## src/rtl/tff_step_gen_pkg.sv

```systemverilog
// Shared encodings for the T0 step generator: debounce FSM states, mode values
// and a counter-width helper used by both the debouncer and the prescaler.
package tff_step_gen_pkg;

  typedef enum logic [1:0] {
    IDLE         = 2'd0,
    PRESS_WAIT   = 2'd1,
    PRESSED      = 2'd2,
    RELEASE_WAIT = 2'd3
  } db_state_t;

  localparam logic MODE_MANUAL = 1'b0;
  localparam logic MODE_AUTO   = 1'b1;

  // Width of a counter that must hold 0..n-1, never narrower than one bit.
  function automatic int cnt_width(input int n);
    return (n > 1) ? $clog2(n) : 1;
  endfunction

endpackage

```

## src/rtl/tff_step_gen_btn_debounce.sv

```systemverilog
// Pushbutton synchroniser plus debounce FSM. Produces a registered debounced
// level and a combinational one-cycle press event on the accepting edge.
module btn_debounce
  import tff_step_gen_pkg::*;
#(
  parameter int SYNC_STAGES     = 2,
  parameter int DEBOUNCE_CYCLES = 16
) (
  input  logic       clk,
  input  logic       reset,
  input  logic       btn_in,
  output logic       btn_level,
  output logic       press_evt,
  output logic [1:0] state_dbg
);

  localparam int            CW      = cnt_width(DEBOUNCE_CYCLES);
  localparam logic [CW-1:0] CNT_MAX = CW'(DEBOUNCE_CYCLES - 1);
  localparam logic [CW-1:0] CNT_ONE = CW'(1);

  logic [SYNC_STAGES-1:0] sync_q;
  logic                   s;

  db_state_t     state_q, state_d;
  logic [CW-1:0] cnt_q, cnt_d;
  logic          level_q, level_d;

  assign s         = sync_q[SYNC_STAGES-1];
  assign btn_level = level_q;
  assign state_dbg = state_q;

  always_ff @(posedge clk) begin
    if (reset) begin
      sync_q  <= '0;
      state_q <= IDLE;
      cnt_q   <= '0;
      level_q <= 1'b0;
    end else begin
      sync_q  <= {sync_q[SYNC_STAGES-2:0], btn_in};
      state_q <= state_d;
      cnt_q   <= cnt_d;
      level_q <= level_d;
    end
  end

  // The count includes the sample that caused entry into a WAIT state, so the
  // transition fires after DEBOUNCE_CYCLES consecutive stable samples.
  always_comb begin
    state_d   = state_q;
    cnt_d     = cnt_q;
    level_d   = level_q;
    press_evt = 1'b0;
    case (state_q)
      IDLE: begin
        if (s) begin
          state_d = PRESS_WAIT;
          cnt_d   = CNT_ONE;
        end
      end
      PRESS_WAIT: begin
        if (!s) begin
          state_d = IDLE;
          cnt_d   = '0;
        end else if (cnt_q == CNT_MAX) begin
          state_d   = PRESSED;
          cnt_d     = '0;
          level_d   = 1'b1;
          press_evt = 1'b1;
        end else begin
          cnt_d = cnt_q + CNT_ONE;
        end
      end
      PRESSED: begin
        if (!s) begin
          state_d = RELEASE_WAIT;
          cnt_d   = CNT_ONE;
        end
      end
      RELEASE_WAIT: begin
        if (s) begin
          state_d = PRESSED;
          cnt_d   = '0;
        end else if (cnt_q == CNT_MAX) begin
          state_d = IDLE;
          cnt_d   = '0;
          level_d = 1'b0;
        end else begin
          cnt_d = cnt_q + CNT_ONE;
        end
      end
      default: begin
        state_d = IDLE;
        cnt_d   = '0;
      end
    endcase
  end

endmodule

```

## src/rtl/tff_step_gen.sv

```systemverilog
// Step-enable generator for the 2-bit T-flip-flop counter: debounced button
// pulses in manual mode, prescaled periodic pulses in auto mode.
module tff_step_gen
  import tff_step_gen_pkg::*;
#(
  parameter int SYNC_STAGES     = 2,
  parameter int DEBOUNCE_CYCLES = 16,
  parameter int PRESCALE        = 4
) (
  input  logic       clk,
  input  logic       reset,
  input  logic       btn_in,
  input  logic       mode,
  input  logic       run,
  output logic       t_out,
  output logic       btn_level,
  output logic [1:0] dbg_state
);

  localparam int            PW     = cnt_width(PRESCALE);
  localparam logic [PW-1:0] PS_MAX = PW'(PRESCALE - 1);
  localparam logic [PW-1:0] PS_ONE = PW'(1);

  logic          press_evt;
  logic          mode_q;
  logic [PW-1:0] ps_q;

  btn_debounce #(
    .SYNC_STAGES    (SYNC_STAGES),
    .DEBOUNCE_CYCLES(DEBOUNCE_CYCLES)
  ) u_debounce (
    .clk      (clk),
    .reset    (reset),
    .btn_in   (btn_in),
    .btn_level(btn_level),
    .press_evt(press_evt),
    .state_dbg(dbg_state)
  );

  // A mode change takes one quiet cycle: prescaler restarts and any press
  // event landing on that cycle is discarded.
  always_ff @(posedge clk) begin
    if (reset) begin
      mode_q <= MODE_MANUAL;
      ps_q   <= '0;
      t_out  <= 1'b0;
    end else begin
      mode_q <= mode;
      if (mode != mode_q) begin
        ps_q  <= '0;
        t_out <= 1'b0;
      end else if (mode == MODE_AUTO) begin
        if (!run) begin
          ps_q  <= '0;
          t_out <= 1'b0;
        end else if (ps_q == PS_MAX) begin
          ps_q  <= '0;
          t_out <= 1'b1;
        end else begin
          ps_q  <= ps_q + PS_ONE;
          t_out <= 1'b0;
        end
      end else begin
        ps_q  <= '0;
        t_out <= press_evt;
      end
    end
  end

endmodule

```

## config.mk

```make
export PLATFORM = sky130hd
export DESIGN_NAME = tff_step_gen
export DESIGN_NICKNAME = d
export VERILOG_FILES = /design/src/rtl/tff_step_gen_pkg.sv /design/src/rtl/tff_step_gen_btn_debounce.sv /design/src/rtl/tff_step_gen.sv
export SDC_FILE = /design/constraint.sdc
export NUM_CORES = 1
export LEC_CHECK = 0
export BUFFER_PORTS_ARGS = -buffer_cell sky130_fd_sc_hd__buf_2
export CAP_MARGIN = 20
export CORE_AREA = 2 2 39 41
export CTS_CLUSTER_SIZE = 24
export DETAILED_ROUTE_END_ITERATION = 16
export DIE_AREA = 0 0 41 43
export SETUP_SLACK_MARGIN = 0.5
export SLEW_MARGIN = 20
export SYNTH_ARGS = -nofsm -noshare
export SYNTH_HDL_FRONTEND = slang
export SYNTH_HIERARCHICAL = 1
export SYNTH_SLANG_ARGS = --single-unit
```

## constraint.sdc

```tcl
create_clock -name clk -period 2.1 [get_ports clk]
set_input_delay 0.105 -clock clk [delete_from_list [all_inputs] [get_ports clk]]
set_output_delay 0.105 -clock clk [all_outputs]
set_load 0.01 [all_outputs]
```

# Yosys cells after proc, flatten, opt, wreduce, memory -nomap -nowiden
# Cells that the tools add are included.
# op_classes
n_addsub	2
n_eq_ne	14
muxes	24
n_bitwise	2
reduce_logical	7
# ops
operator	n
4-bit two-way mux	5
4-bit one-hot mux with 4 select lines	1
2-bit two-way mux	6
1-bit two-way mux	10
2-bit by 1-bit != test with 1-bit output (second input constant)	4
2-bit one-hot mux with 4 select lines	1
2-bit equality test (second input constant)	3
5-bit AND reduction	1
5-bit OR reduction	1
4-bit by 1-bit adder with 4-bit output (second input constant)	1
4-bit equality test (second input constant)	1
2-bit != test (second input constant)	2
4-bit AND reduction	1
3-bit by 1-bit != test with 1-bit output (second input constant)	1
3-bit != test (second input constant)	1
2-bit by 1-bit adder with 2-bit output (second input constant)	1
2-bit by 1-bit equality test with 1-bit output (second input constant)	1
2-bit logical NOT	1
1-bit NOT	2
1-bit one-hot mux with 2 select lines	1
2-bit AND reduction	1
2-bit nonzero test	1
2-bit OR reduction	1
1-bit != test	1
# totals
reg_bits	13
output_inout_bits	4

# Depth between registers and ports, before layout
# depth
word_depth	5
ltp_mapped	6
depth_no_buf	6

# Cells and area by module
# Netlist, hierarchy kept.
# modules_own_cells
mod	n_inst	cells_per_inst	area_each_um2	seq_area_each_um2
btn_debounce	1	46	419.2	180.2
tff_step_gen	1	13	141.4	80.1

# Worst setup path after synthesis
# OpenSTA, ideal clock, no wires.
# synth_timing
path_kind	register to register
startpoint	reg u_debounce.cnt_q[0]
endpoint	reg t_out
t_arrival_ns	1.433
required_ns	2.030
slack_ns	0.597
stages_incl_launch_ff	7
path_buffers	0
period_less_slack_ns	1.503
cell_sequence	dfxtp_1 -> ha_1 -> and4_1 -> nand3_1 -> inv_1 -> or3b_1 -> a21oi_1
# synth_via
elab_chain_cells	5
# synth_lines
element	line_no	rtl
from (decl)	tff_step_gen_btn_debounce.sv:25	logic [CW-1:0] cnt_q, cnt_d;
from (signal assigned)	tff_step_gen_btn_debounce.sv:41	cnt_q <= cnt_d;
4-bit equality test	tff_step_gen_btn_debounce.sv:64	end else if (cnt_q == CNT_MAX) begin
1-bit two-way mux	tff_step_gen_btn_debounce.sv:64	
1-bit two-way mux	tff_step_gen_btn_debounce.sv:61	if (!s) begin
1-bit two-way mux	tff_step_gen_btn_debounce.sv:53	case (state_q)
named net press_evt	tff_step_gen.sv:24	logic press_evt;
1-bit two-way mux	tff_step_gen.sv:52	end else if (mode == MODE_AUTO) begin
to (signal assigned)	tff_step_gen.sv:65	t_out <= press_evt;
to (decl)	tff_step_gen.sv:15	output logic t_out,
# The timed path passes the listed nets, and every way through them passes these cells.
# A chain may end at the register's enable or synchronous reset.

# Worst setup path in the final report
# Same ends and word-level chain as after synthesis.

==> flow_metrics.py <==
metrics = {
    "status": {
        "status": "finished, final reports clean",
    },
    "run": {
        "cap_violations": 0,
    },
    "place": {
        "post_dp_cell_area_sq_um": 612,
        "dp.cells": 81,
        "dp_slack_ps": 494,
        "io_buffers": 8,
        "dp_hpwl_um": 692,
        "gp_congestion": 0.727,
    },
    "yosys": {
        "ys_async_sr_fraction": 0,
        "yosysMostFrequentCell": "dfxtp_1",
        "yosys_warnings": 6,
        "synthTopCellsByCount": "dfxtp_1, nand2_1, a21oi_1",
        "syn_nets": 66,
        "yosys.area.top_type": "dfxtp_1",
        "ys_seq_area_frac": 0.464,
        "synth_area_per_cell_sq_um": 9.50,
        "netlist_area_sq_um": 561,
        "postSynthCellCount": 59,
        "synth_seq_cells": 13,
        "synth_area_leaders": "dfxtp_1, ha_1, a21oi_1",
        "synth_edf_count": 0,
        "yosys.area.top_type_share": 0.464,
        "synth-main-ff-cell": "dfxtp_1",
        "ys_types": 28,
    },
    "worst_setup_path": {
        "r2r-start": "u_debounce/cnt_q[0]",
        "required_ps": 2310,
        "startpoint": "u_debounce/cnt_q[0]",
        "crit_path_max_fanout": 5,
        "critical_path_arrival_ps": 1700,
        "reg2reg_depth": 6,
        "regToRegSetupSlack_ps": 610,
        "slowest_delay_ps": 390,
        "crit_chain": "ha_4 -> and4_1 -> nand3_1 -> inv_1 -> or3b_1 -> a21oi_1",
        "cp_slowest_cell": "dfxtp_2",
        "worst_setup_path_start_kind": "flip-flop",
        "crit_path_end_kind": "flip-flop",
        "r2r_end": "t_out",
        "crit_end": "t_out",
        "crit_type": "reg2reg",
    },
    "floorplanning": {
        "std_cell_rows": 14,
        "die-area_sq_um": 1760,
        "coreArea_sq_um": 1380,
        "die_h_um": 43,
        "ios": 9,
        "initial_core_util": 0.405,
        "die_x_um": 41,
    },
    "grt": {
        "grt_pass1_vias": 388,
        "grt_max_degree": 13,
        "grt_antenna_before_repair": 0,
        "grt_overflow_total": 0,
        "grt_pass1_wl_um": 1580,
        "track_usage": 0.137,
    },
    "cts": {
        "htree_levels": 1,
        "cts_tree": "yes",
        "clockBufferDepth": 2,
        "clkLatencyLatePin_ps": 270,
        "cts_made_buffers": 3,
        "cts.sinks": 13,
        "clockRootBuffer": "clkbuf_4",
        "clk_pin_slew_ps": 80,
    },
    "power_and_ir_drop": {
        "power.leakage_nw": 0.279,
        "irDropWorstVdd_v": 0.000301,
        "power_density_nw_per_um2": 670,
        "total_power_mw": 0.438,
    },
    "timing": {
        "hold_violations": 0,
        "setup_tns_ps": 0,
        "period_minus_slack_ps": 1490,
        "tightestPinTransition_ps": 353,
        "finalClockSkew_ps": 0.489,
        "slew_violations": 0,
        "post-route-worst-setup-slack_ps": 614,
        "rsz0062_at_grt": "no",
        "max_freq_mhz": 673,
        "finalSetupViolCount": 0,
        "relSlewSlack": 0.763,
        "fin_crit_sh": 0.707,
    },
    "layout": {
        "nets": 77,
        "final_area_sq_um": 653,
        "area_growth_syn_to_layout_pct": 16.5,
        "final-instance-count-excl-fill": 85,
        "drive_gt1_frac": 0.246,
        "antenna_cells": 0,
    },
    "routing": {
        "via_per_inst": 5.20,
        "postRouteWirelength_um": 939,
        "drtAntennaViolNets": 0,
        "drt-initial-drc-count": 5,
        "vias": 442,
        "drc_errors": 0,
        "firstDrtPassIters": 4,
        "post_drt_wl_per_cell_um": 11.0,
    },
    "hold_path": {
        "hold_path_depth": 2,
        "hold_class": "in2reg",
    },
}
## layout make-up
| type | instances | area, sq um |
|---|---|---|
| Fill cell | 149 | 731 |
| Multi-Input combinational cell | 41 | 293 |
| Sequential cell | 13 | 263 |
| Timing Repair Buffer | 8 | 40.0 |
| Clock buffer | 4 | 26.3 |
| Tap cell | 16 | 20.0 |
| Inverter | 3 | 11.3 |
## kinds of logic (layout without fill, tap and decap cells)
| logic type | count (synthesis) | after routing | synth area share |
|---|---|---|---|
| DFF | 13 | 13 | 0.464 |
| and+or+nand+nor | 26 | 26 | 0.283 |
| xor gates and xnor gates | 3 | 3 | 0.0469 |
| AOI/OAI and AO/OA | 10 | 10 | 0.125 |
| adders and majority gates | 2 | 2 | 0.0446 |
| buffers and inverters | 5 | 15 | 0.0357 |
## critical path: cells and delay by family (launching register included)
kind	cells	cell delay, ps
compound gates	1	130
fa+ha+maj	1	170
buf+inv	1	60
flops	1	390
simple gates	3	680
## sequential cells by signal, indices dropped and copies added (netlist names), named ones only
name                  flops
u_debounce/cnt_q          4
ps_q                      2
u_debounce/sync_q         2
mode_q                    1
t_out                     1
u_debounce/btn_level      1
u_debounce/state_dbg      1
## metal layers
| metal | GRT usage | vias to the layer above | part of all wire |
|---|---|---|---|
| li1 | - | 231 | - |
| met1 | 0.167 | 199 | 0.51 |
| met2 | 0.181 | 10 | 0.42 |
| met3 | 0.0628 | 2 | 0.053 |
| met4 | 0.100 | 0 | 0.018 |
| met5 | 0 | - | 0 |
## through the flow
stage                     utilization  hold slack [ps]
after floorplan                     -              174
after global placement          0.442              313
after CTS                       0.463             32.3
after detailed placement        0.442              321
after global routing            0.472             57.2
final                           0.472             35.5
## how the worst min path moves through the flow
stage                     slack, ps              endpoint    from
after detailed placement        320  u_debounce/sync_q[0]  btn_in
after global routing             60  u_debounce/sync_q[0]  btn_in
after floorplan                 170                 t_out   reset
final                            40  u_debounce/sync_q[0]  btn_in
after global placement          310  u_debounce/sync_q[0]  btn_in
after CTS                        30  u_debounce/sync_q[0]  btn_in
## cells in the final DEF (no fill, tap or decap), drive strengths merged, types with 3 or more instances in the layout
cell type  Yosys  layout
dfxtp         13      13
buf            1       8
nand2          5       5
a21oi          4       4
clkbuf         1       4
nor2b          4       4
inv            3       3
nand3          3       3
## what timing repair did
action	CTS	global route
cloned	0	0
hold buffers	0	0
setup buffers	0	0
endpoints found under the setup margin	1	1
resized for setup	1	3
## report_power, final
| part | total (mW) | internal (mW) | switching, mW |
|---|---|---|---|
| registers | 0.259 | 0.253 | 0.00611 |
| clock network | 0.154 | 0.0735 | 0.0809 |
| logic | 0.0239 | 0.0112 | 0.0128 |
(Power assumes the default switching activity.)
